`src/rtl/cpu_control_pkg.sv`:
```
// Shared encodings for the multicycle CPU controller: states, op/ext codes, ALU and select codes.
// Latency: none (declarations only).
// Backpressure: none.
package cpu_control_pkg;

  // Controller states; HALT is only reachable when illegal-instruction halting is compiled in
  typedef enum logic [2:0] {
    FETCH     = 3'd0,
    INCPC     = 3'd1,
    EXECUTE   = 3'd2,
    WRITEBACK = 3'd3,
    HALT      = 3'd4
  } state_e;

  // op field value that selects the register form; ext then carries the operation
  localparam logic [3:0] OP_REG   = 4'b0000;

  // Operation codes, shared by ext (register form) and op (immediate form)
  localparam logic [3:0] CODE_NOP = 4'b0000;
  localparam logic [3:0] CODE_AND = 4'b0001;
  localparam logic [3:0] CODE_OR  = 4'b0010;
  localparam logic [3:0] CODE_XOR = 4'b0011;
  localparam logic [3:0] CODE_ADD = 4'b0101;
  localparam logic [3:0] CODE_SUB = 4'b1001;
  localparam logic [3:0] CODE_CMP = 4'b1011;
  localparam logic [3:0] CODE_MOV = 4'b1101;

  // ALU operation codes
  localparam logic [2:0] ALU_ADD = 3'b000;
  localparam logic [2:0] ALU_SUB = 3'b001;
  localparam logic [2:0] ALU_CMP = 3'b010;
  localparam logic [2:0] ALU_AND = 3'b011;
  localparam logic [2:0] ALU_OR  = 3'b100;
  localparam logic [2:0] ALU_XOR = 3'b101;

  // ALU operand selects
  localparam logic [1:0] ASEL_PC       = 2'b00;
  localparam logic [1:0] ASEL_SRC      = 2'b01;
  localparam logic [1:0] ASEL_IMM_SEXT = 2'b10;
  localparam logic [1:0] ASEL_IMM_ZEXT = 2'b11;
  localparam logic       BSEL_DEST     = 1'b0;
  localparam logic       BSEL_ONE      = 1'b1;

  // Register-file write-data selects
  localparam logic [1:0] WSEL_ALU      = 2'b00;
  localparam logic [1:0] WSEL_SRC      = 2'b01;
  localparam logic [1:0] WSEL_IMM_ZEXT = 2'b10;

  // Operation classes seen by the FSM
  typedef enum logic [2:0] {
    CLS_ALU     = 3'd0,
    CLS_ALU_IMM = 3'd1,
    CLS_MOV     = 3'd2,
    CLS_MOVI    = 3'd3,
    CLS_NOP     = 3'd4,
    CLS_ILLEGAL = 3'd5
  } op_class_e;

  typedef struct packed {
    op_class_e  op_class;
    logic [2:0] alu_op;
    logic       imm_zext;  // logical immediates zero-extend, arithmetic ones sign-extend
  } decode_t;

  // Arithmetic ops update the status flags; logical ops leave them alone
  function automatic logic sets_status(input logic [2:0] alu_op);
    return (alu_op == ALU_ADD) || (alu_op == ALU_SUB) || (alu_op == ALU_CMP);
  endfunction

endpackage

```
`src/rtl/instruction_decoder.sv`:
```
// Maps the instruction register to an operation class, ALU op and immediate-extension choice.
// Latency: purely combinational.
// Backpressure: none.
module instruction_decoder
  import cpu_control_pkg::*;
(
  input  logic [15:0] instruction,
  output decode_t     decode
);

  logic [3:0] op;
  logic [3:0] ext;
  logic       is_reg;
  logic [3:0] code;
  logic       unused_fields;

  assign op     = instruction[15:12];
  assign ext    = instruction[7:4];
  assign is_reg = (op == OP_REG);
  // Register and immediate forms share one code space, just carried in different fields
  assign code   = is_reg ? ext : op;
  // Register numbers and immediate bits are datapath business, not control
  assign unused_fields = ^{instruction[11:8], instruction[3:0]};

  // Classify the instruction and pick its ALU operation
  always_comb begin
    decode.op_class = CLS_ILLEGAL;
    decode.alu_op   = ALU_ADD;
    decode.imm_zext = 1'b0;
    case (code)
      CODE_ADD: begin
        decode.op_class = is_reg ? CLS_ALU : CLS_ALU_IMM;
        decode.alu_op   = ALU_ADD;
      end
      CODE_SUB: begin
        decode.op_class = is_reg ? CLS_ALU : CLS_ALU_IMM;
        decode.alu_op   = ALU_SUB;
      end
      CODE_CMP: begin
        decode.op_class = is_reg ? CLS_ALU : CLS_ALU_IMM;
        decode.alu_op   = ALU_CMP;
      end
      CODE_AND: begin
        decode.op_class = is_reg ? CLS_ALU : CLS_ALU_IMM;
        decode.alu_op   = ALU_AND;
        decode.imm_zext = 1'b1;
      end
      CODE_OR: begin
        decode.op_class = is_reg ? CLS_ALU : CLS_ALU_IMM;
        decode.alu_op   = ALU_OR;
        decode.imm_zext = 1'b1;
      end
      CODE_XOR: begin
        decode.op_class = is_reg ? CLS_ALU : CLS_ALU_IMM;
        decode.alu_op   = ALU_XOR;
        decode.imm_zext = 1'b1;
      end
      CODE_MOV: decode.op_class = is_reg ? CLS_MOV : CLS_MOVI;
      // code 0000 can only come from the register form (op=0000, ext=0000)
      CODE_NOP: decode.op_class = CLS_NOP;
      default:  decode.op_class = CLS_ILLEGAL;
    endcase
  end

endmodule

```
`src/rtl/multicycle_controller.sv`:
```
// Multicycle control FSM (FETCH/INCPC/EXECUTE/WRITEBACK) driving every datapath select and enable.
// Latency: 3-4 cycles per instruction with memory_ready high; FETCH stretches while memory_ready is low.
// Backpressure: memory_ready low holds FETCH; CONTROLLER_ILLEGAL_HALT_EN makes illegal ops halt until reset.
module multicycle_controller
  import cpu_control_pkg::*;
#(
  parameter int COUNT_WIDTH = 16
) (
  input  logic                   clock,
  input  logic                   reset,
  input  logic [15:0]            instruction,
  input  logic                   memory_ready,
  output logic                   memory_read_request,
  output logic [1:0]             alu_a_select,
  output logic                   alu_b_select,
  output logic [2:0]             alu_operation,
  output logic                   program_counter_write_enable,
  output logic                   status_write_enable,
  output logic                   instruction_write_enable,
  output logic                   register_write_enable,
  output logic [1:0]             register_write_data_select,
  output logic                   halted,
  output logic [COUNT_WIDTH-1:0] retired_count
);

  localparam logic [COUNT_WIDTH-1:0] COUNT_ONE = {{(COUNT_WIDTH-1){1'b0}}, 1'b1};

  state_e                 state_q, state_d;
  logic [COUNT_WIDTH-1:0] retired_q, retired_d;
  logic                   retire;
  decode_t                dec;

  instruction_decoder u_decoder (
    .instruction (instruction),
    .decode      (dec)
  );

  // State and retired counter; reset abandons any instruction in flight
  always_ff @(posedge clock or posedge reset) begin
    if (reset) begin
      state_q   <= FETCH;
      retired_q <= '0;
    end else begin
      state_q   <= state_d;
      retired_q <= retired_d;
    end
  end

  // Next state; retire marks a return to FETCH that completes an instruction
  always_comb begin
    state_d = state_q;
    retire  = 1'b0;
    case (state_q)
      FETCH: if (memory_ready) state_d = INCPC;
      INCPC: state_d = EXECUTE;
      EXECUTE: begin
        case (dec.op_class)
          CLS_ALU, CLS_ALU_IMM: begin
            if (dec.alu_op == ALU_CMP) begin
              state_d = FETCH;
              retire  = 1'b1;
            end else begin
              state_d = WRITEBACK;
            end
          end
          CLS_ILLEGAL: begin
`ifdef CONTROLLER_ILLEGAL_HALT_EN
            state_d = HALT;
`else
            state_d = FETCH;
            retire  = 1'b1;
`endif
          end
          default: begin
            state_d = FETCH;
            retire  = 1'b1;
          end
        endcase
      end
      WRITEBACK: begin
        state_d = FETCH;
        retire  = 1'b1;
      end
`ifdef CONTROLLER_ILLEGAL_HALT_EN
      HALT: state_d = HALT;
`endif
      default: state_d = FETCH;
    endcase
  end

  assign retired_d     = retire ? retired_q + COUNT_ONE : retired_q;
  assign retired_count = retired_q;

  // Moore outputs from state plus decode; everything is forced low while reset is held
  always_comb begin
    memory_read_request          = 1'b0;
    alu_a_select                 = ASEL_PC;
    alu_b_select                 = BSEL_DEST;
    alu_operation                = ALU_ADD;
    program_counter_write_enable = 1'b0;
    status_write_enable          = 1'b0;
    instruction_write_enable     = 1'b0;
    register_write_enable        = 1'b0;
    register_write_data_select   = WSEL_ALU;
    if (!reset) begin
      case (state_q)
        FETCH: begin
          memory_read_request      = 1'b1;
          instruction_write_enable = memory_ready;
        end
        INCPC: begin
          alu_a_select                 = ASEL_PC;
          alu_b_select                 = BSEL_ONE;
          alu_operation                = ALU_ADD;
          program_counter_write_enable = 1'b1;
        end
        EXECUTE: begin
          case (dec.op_class)
            CLS_ALU: begin
              alu_a_select        = ASEL_SRC;
              alu_operation       = dec.alu_op;
              status_write_enable = sets_status(dec.alu_op);
            end
            CLS_ALU_IMM: begin
              alu_a_select        = dec.imm_zext ? ASEL_IMM_ZEXT : ASEL_IMM_SEXT;
              alu_operation       = dec.alu_op;
              status_write_enable = sets_status(dec.alu_op);
            end
            CLS_MOV: begin
              register_write_enable      = 1'b1;
              register_write_data_select = WSEL_SRC;
            end
            CLS_MOVI: begin
              register_write_enable      = 1'b1;
              register_write_data_select = WSEL_IMM_ZEXT;
            end
            default: ;
          endcase
        end
        WRITEBACK: begin
          register_write_enable      = 1'b1;
          register_write_data_select = WSEL_ALU;
        end
        default: ;
      endcase
    end
  end

`ifdef CONTROLLER_ILLEGAL_HALT_EN
  assign halted = !reset && (state_q == HALT);
`else
  assign halted = 1'b0;
`endif

endmodule
```
`config.mk`:
```
export PLATFORM = sky130hd
export DESIGN_NAME = multicycle_controller
export DESIGN_NICKNAME = d
export VERILOG_FILES = /design/src/rtl/cpu_control_pkg.sv /design/src/rtl/instruction_decoder.sv /design/src/rtl/multicycle_controller.sv
export SDC_FILE = /design/constraint.sdc
export NUM_CORES = 1
export LEC_CHECK = 0
export CORE_MARGIN = 2
export CORE_UTILIZATION = 50
export CTS_CLUSTER_DIAMETER = 40
export CTS_CLUSTER_SIZE = 30
export DETAILED_ROUTE_END_ITERATION = 6
export DONT_BUFFER_PORTS = 1
export SLEW_MARGIN = 5
export SYNTH_ARGS = -nofsm -noshare
export SYNTH_HDL_FRONTEND = slang
export SYNTH_SLANG_ARGS = --single-unit
```
`constraint.sdc`:
```
create_clock -name clock -period 3.6 [get_ports clock]
set_clock_uncertainty 0.05 [all_clocks]
set_input_delay 0.72 -clock clock [delete_from_list [all_inputs] [get_ports clock]]
set_output_delay 0.72 -clock clock [all_outputs]
set_load 0.1 [all_outputs]
```
# Yosys cells after proc, flatten, opt, wreduce, memory -nomap -nowiden
# Index checks and enable logic that the tools add are counted.
# W data, S select, Z words.
[totals]
regBits = 19
output_inout_bits = 30
input_bits = 19
wordCells = 65
[op_classes]
n_mux = 35
n_addsub = 1
n_reduce_logical = 11
eq_ne = 16
[op_table]
columns = ["op", "count"]
rows = [
  ["$pmux W3 S3", 2],
  ["$mux W1", 17],
  ["$add A16 B1 Y16 const B", 1],
  ["$eq A3 B2 Y1 const B", 5],
  ["$mux W3", 5],
  ["$pmux W3 S5", 1],
  ["$eq A4 B4 Y1 const B", 3],
  ["$mux W2", 5],
  ["$eq A3 B1 Y1 const B", 3],
  ["$logic_not A3 Y1", 3],
  ["$eq A4 B2 Y1 const B", 2],
  ["$logic_not A4 Y1", 2],
  ["$pmux W2 S2", 2],
  ["$reduce_or A6 Y1", 1],
  ["$eq A4 B1 Y1 const B", 1],
  ["$eq A4 B3 Y1 const B", 1],
  ["$mux W4", 1],
  ["$pmux W1 S2", 2],
  ["$reduce_or A2 Y1", 2],
  ["$reduce_or A3 Y1", 1],
  ["$logic_or A1 B1 Y1", 2],
  ["$ne A2 B2 Y1 const B", 1],
]

# Logic depth before layout (Yosys ltp)
[depth]
depth_word = 10
depth_mapped = 7
mapped_depth_nobuf = 5

# Modules after synthesis
# From an unflattened synthesis, not the netlist that was laid out.
[unflattened]
cells_unflattened = 124
hier_area_um2 = 1226.2
[modules_own_cells]
columns = ["module", "seq_area_each_um2", "area_each_um2", "cells_per_inst", "n_inst"]
rows = [
  ["multicycle_controller", 450.4, 1024.7, 96, 1],
  ["instruction_decoder", 0.0, 201.4, 28, 1],
]

# Worst setup path after synthesis
# Ideal clock, no wire load.
[synth_path]
path_type = "input port to output port"
startpoint = "input port instruction[14]"
endpoint = "output port alu_a_select[1]"
n_path_buf = 1
path_slack_ps = -1134
arrival_ps = 3964
stages = 6
path_cell_list = "clkbuf_2 -> nor4b_1 -> o21ai_2 -> a221o_1 -> nor2_1 -> a21boi_0"
[synth_between]
elab_chain_len = 9
[synth_lines]
columns = ["element", "line", "rtl"]
rows = [
  ["start, declared", "multicycle_controller.sv:11", "input logic [15:0] instruction,"],
  ["$logic_not A4 Y1", "instruction_decoder.sv:19", "assign is_reg = (op == OP_REG);"],
  ["$mux W4", "instruction_decoder.sv:21", "assign code = is_reg ? ext : op;"],
  ["$eq A4 B3 Y1, or another cell as far along", "instruction_decoder.sv:30", "case (code)"],
  ["$reduce_or A6 Y1 (no line)", "--", ""],
  ["$pmux W3 S3 *", "instruction_decoder.sv:30", ""],
  ["$eq A3 B1 Y1 / $logic_not A3 Y1 (equally long branches)", "multicycle_controller.sv:118", "case (dec.op_class)"],
  ["$pmux W2 S2 *", "multicycle_controller.sv:118", ""],
  ["$mux W2 *", "multicycle_controller.sv:106", "case (state_q)"],
  ["$mux W2 *", "multicycle_controller.sv:105", "if (!reset) begin"],
  ["end, declared", "multicycle_controller.sv:14", "output logic [1:0] alu_a_select,"],
]
# Every way passes the cells marked *; elsewhere a longest branch is shown, timed or not.

# Worst setup path after layout
[layout_path]
startpoint = "input port instruction[15]"
endpoint = "output port alu_a_select[1]"
# The elaborated chain is that of the path after synthesis.

==> metrics.md <==
| Metric | Value |
|---|---|
| Required time worst endpoint | 2.83 ns |
| Ys Warns | 0 |
| H-tree depth | 1 |
| Initial antenna violation count | 0 |
| Combinational power share | around 64% |
| Cell area after synthesis | roughly 0.0012 mm² |
| Nets | ~180 |
| Routed wire per std cell | roughly 15 µm |
| Unrepaired setup endpoints after global routing | false |
| Worst-path cell chain | nor2_1 > a31oi_1 > a221o_1 > nor2_1 > a21boi_2 > buf_4 |
| Most used DFF post-synth | dfrtp_1 |
| Clock power share | approximately a tenth |
| Fmax | about 330 MHz |
| Switching portion of total power | between 60 and 70% |
| Row count | 17 |
| Gate Count Post-Synth | about 130 |
| Die Ht | around 54 µm |
| GR Util met2 | between 30% and 40% |
| Routed vias | 1024 |
| IO Port Bufs | 0 |
| Final Hold Viols | 0 |
| Largest net degree at the start of global routing | 20 |
| Reg power frac | 27.2% |
| Fin. max-slew vios | 0 |
| Worst-Skew Late Latency | approximately 0.29 ns |
| CTS clock-pin slew for the worst setup and hold paths | about 0.1 ns |
| Startpoint types | input pin |
| Total track usage | ~22% |
| RR Startpoint | retired_count[1] |
| Vias per cell | about 5.6 |
| CP peak stage delay | 0.36 ns |
| R2R Path End | retired_count[15] |
| Static Leak | around 0.67 nW |
| DRT iter0 DRCs | 14 |
| P&R area growth vs syn | 27.0% |
| Final wirelength | roughly 2700 µm |
| # DRC | 0 |
| N_diodes | 0 |
| Hold Crit Class | input pin to async pin |
| Final setup margin | roughly 0.57 ns |
| Crit Path Category | input pin to primary output |
| First-pass GRT wire length | between 4000 and 5000 µm |
| Slowest CP cell | nor2_1 |
| Clock period minus worst slack | between 3 and 4 ns |
| GRT overflow | 0 |
| Minimum hold slack | between 0.2 and 0.3 ns |
| Drt first pass iters | 4 |
| Worst reg-to-reg setup slack | 1.18 ns |
| Final setup violation count | 0 |
| GP Congestion | 0.854 |
| Busiest layer in global routing | met2 |
| Async S/R FF share, synth | 100% |
| Sink Count | 18 |
| Register area share after synthesis | between 30% and 40% |
| Distinct cell type count after synthesis | 45 |
| Syn avg cell area | 9.34 µm² |
| Number of CTS-inserted buffers | 3 |
| Layout cell share with drive strength beyond 1 | roughly 36% |
| Syn nets | 152 |
| Post-CTS sizing | 0 |
| Initial core utilization | about 54% |
| Slew @ Worst Pin | between 0.9 and 1 ns |
| I/O pin count | 49 |
| Post-DRT Antenna Nets | 0 |
| Worst Path Max Fanout | 8 |
| TritonCTS clock tree | built |
| NetSw | roughly 840 µW |
| Status | finished, final reports clean |
| EDFF count, synth | 0 |
| Post-DP HPWL | roughly 2100 µm |
| Post-CTS Setup Inserts | 0 |
| Crit. Startpoint | instruction[15] |
| Path depth of the worst reg2reg path | 5 |
| M1 GR Usage | ~30% |
| Root Buffer | clkbuf_4 |
| Worst slack, placed | 0.565 ns |
| #FFs+latches synth | 18 |
| Int Pwr | just over 500 µW |
| Worst Setup EP | alu_a_select[1] |
| Most used cell, CP | nor2_1 |
| Longest Clk Path Bufs | 2 |
| Vias in the first global route | 969 |
| Crit share post-route | between 80 and 90% |
| Power density cells | roughly 860 mW/mm² |
| Die Footprint | 0.00288 mm² |
| Worst slew margin relative to its limit | 34.2% |
| Core area | ~0.0023 mm² |
| Die width | about 54 µm |
| Worst Setup End Kind | primary output |
| Met3 usage | under 10% |
| CP arrival | about 2.3 ns |
| CTS Hold Buffers Added | 0 |
| Maximum vdd drop | roughly 0.85 mV |
| Max Cap Viol | 0 |
## per-layer routing
metal	share of wire, %	up-vias
met1	45	475
met4	0.96	0
met3	7.5	4
met5	0	-
li1	-	511
met2	46	34
## power by group through the flow
stage / Combinational, mW / Sequential (mW) / Clock, mW
after detailed placement: 0.858 / 0.371 / 0
after CTS: 0.861 / 0.367 / 0.129
final: 0.858 / 0.367 / 0.126
after floorplan: 0.323 / 0.740 / 0
after global placement: 0.849 / 0.369 / 0
after global routing: 0.902 / 0.378 / 0.136
## critical path: cells and delay by family
family                 cells  cell delay [ns]
AOI/OAI and AO/OA          3             0.78
and+or+nand+nor            2             0.48
buffers and inverters      1             0.29
## through the flow
stage / total power [mW] / area [µm²] / setup TNS, ns / std cells / utilization [%]
after floorplan: 1.06 / 1250 / -1.60 / 132 / -
after global placement: 1.22 / 1530 / 0 / 179 / 67.2
after detailed placement: 1.23 / 1530 / 0 / 179 / 67.2
after CTS: 1.36 / 1570 / 0 / 183 / 68.8
after global routing: 1.42 / 1570 / 0 / 183 / 68.8
final: 1.35 / 1570 / 0 / 183 / 68.8
## cells in the mapped netlist (2+ instances only)
cell,instances,area share (%)
nor2_1,12,3.7
nor4_1,2,1.0
buf_6,2,1.8
nand4_1,3,1.5
nand2_1,12,3.7
a31oi_1,2,1.0
inv_1,4,1.2
nor4b_1,2,1.4
nand3_1,8,3.2
dfrtp_1,18,37
mux2_2,2,1.8
a21oi_1,4,1.6
nor3_1,10,4.1
xnor2_1,2,1.4
xor2_1,13,9.2
nor3b_1,2,1.2
and2b_2,2,1.4
buf_4,3,1.8
nand2b_1,2,1.0
nor4_4,2,3.5
## kinds of logic after synthesis
group / after synthesis / synth area share (%)
buffers and inverters: 11 / 5.58
and+or+nand+nor: 67 / 32.7
muxes: 2 / 1.83
xor gates and xnor gates: 15 / 10.7
adders and majority gates: 1 / 1.02
other: 1 / 0.304
DFF: 18 / 36.5
AOI/OAI and AO/OA: 17 / 11.4
## worst min path at each step
stage                             to  slack, ns
finish              retired_count[0]       0.26
detailed placement        state_q[1]       0.60
global route        retired_count[1]       0.27
floorplan                 state_q[0]       0.51
global placement          state_q[0]       0.59
CTS                       state_q[1]       0.26
## registers in the layout, summed over array words and instances, names as in the netlist
name,count
retired_count,16
state_q,2
## cell type report
type | instances | area (µm²)
Multi-Input combinational cell | 103 | 763
Fill cell | 183 | 711
Sequential cell | 18 | 450
Timing Repair Buffer | 26 | 265
Clock buffer | 4 | 36.3
Tap cell | 28 | 35.0
Inverter | 4 | 15.0
## cells in the final DEF, fill, tap and decap left out, drive strengths merged, types with 3 or more instances in the layout
cell / count
nand3: 9
nand2: 12
nor4b: 3
nor3: 10
nor2: 12
dfrtp: 18
a21oi: 4
inv: 4
nand4: 3
nor4: 4
nor3b: 3
clkbuf: 8
buf: 22
xor2: 13
Note: power is estimated with default switching activity, not from simulation.
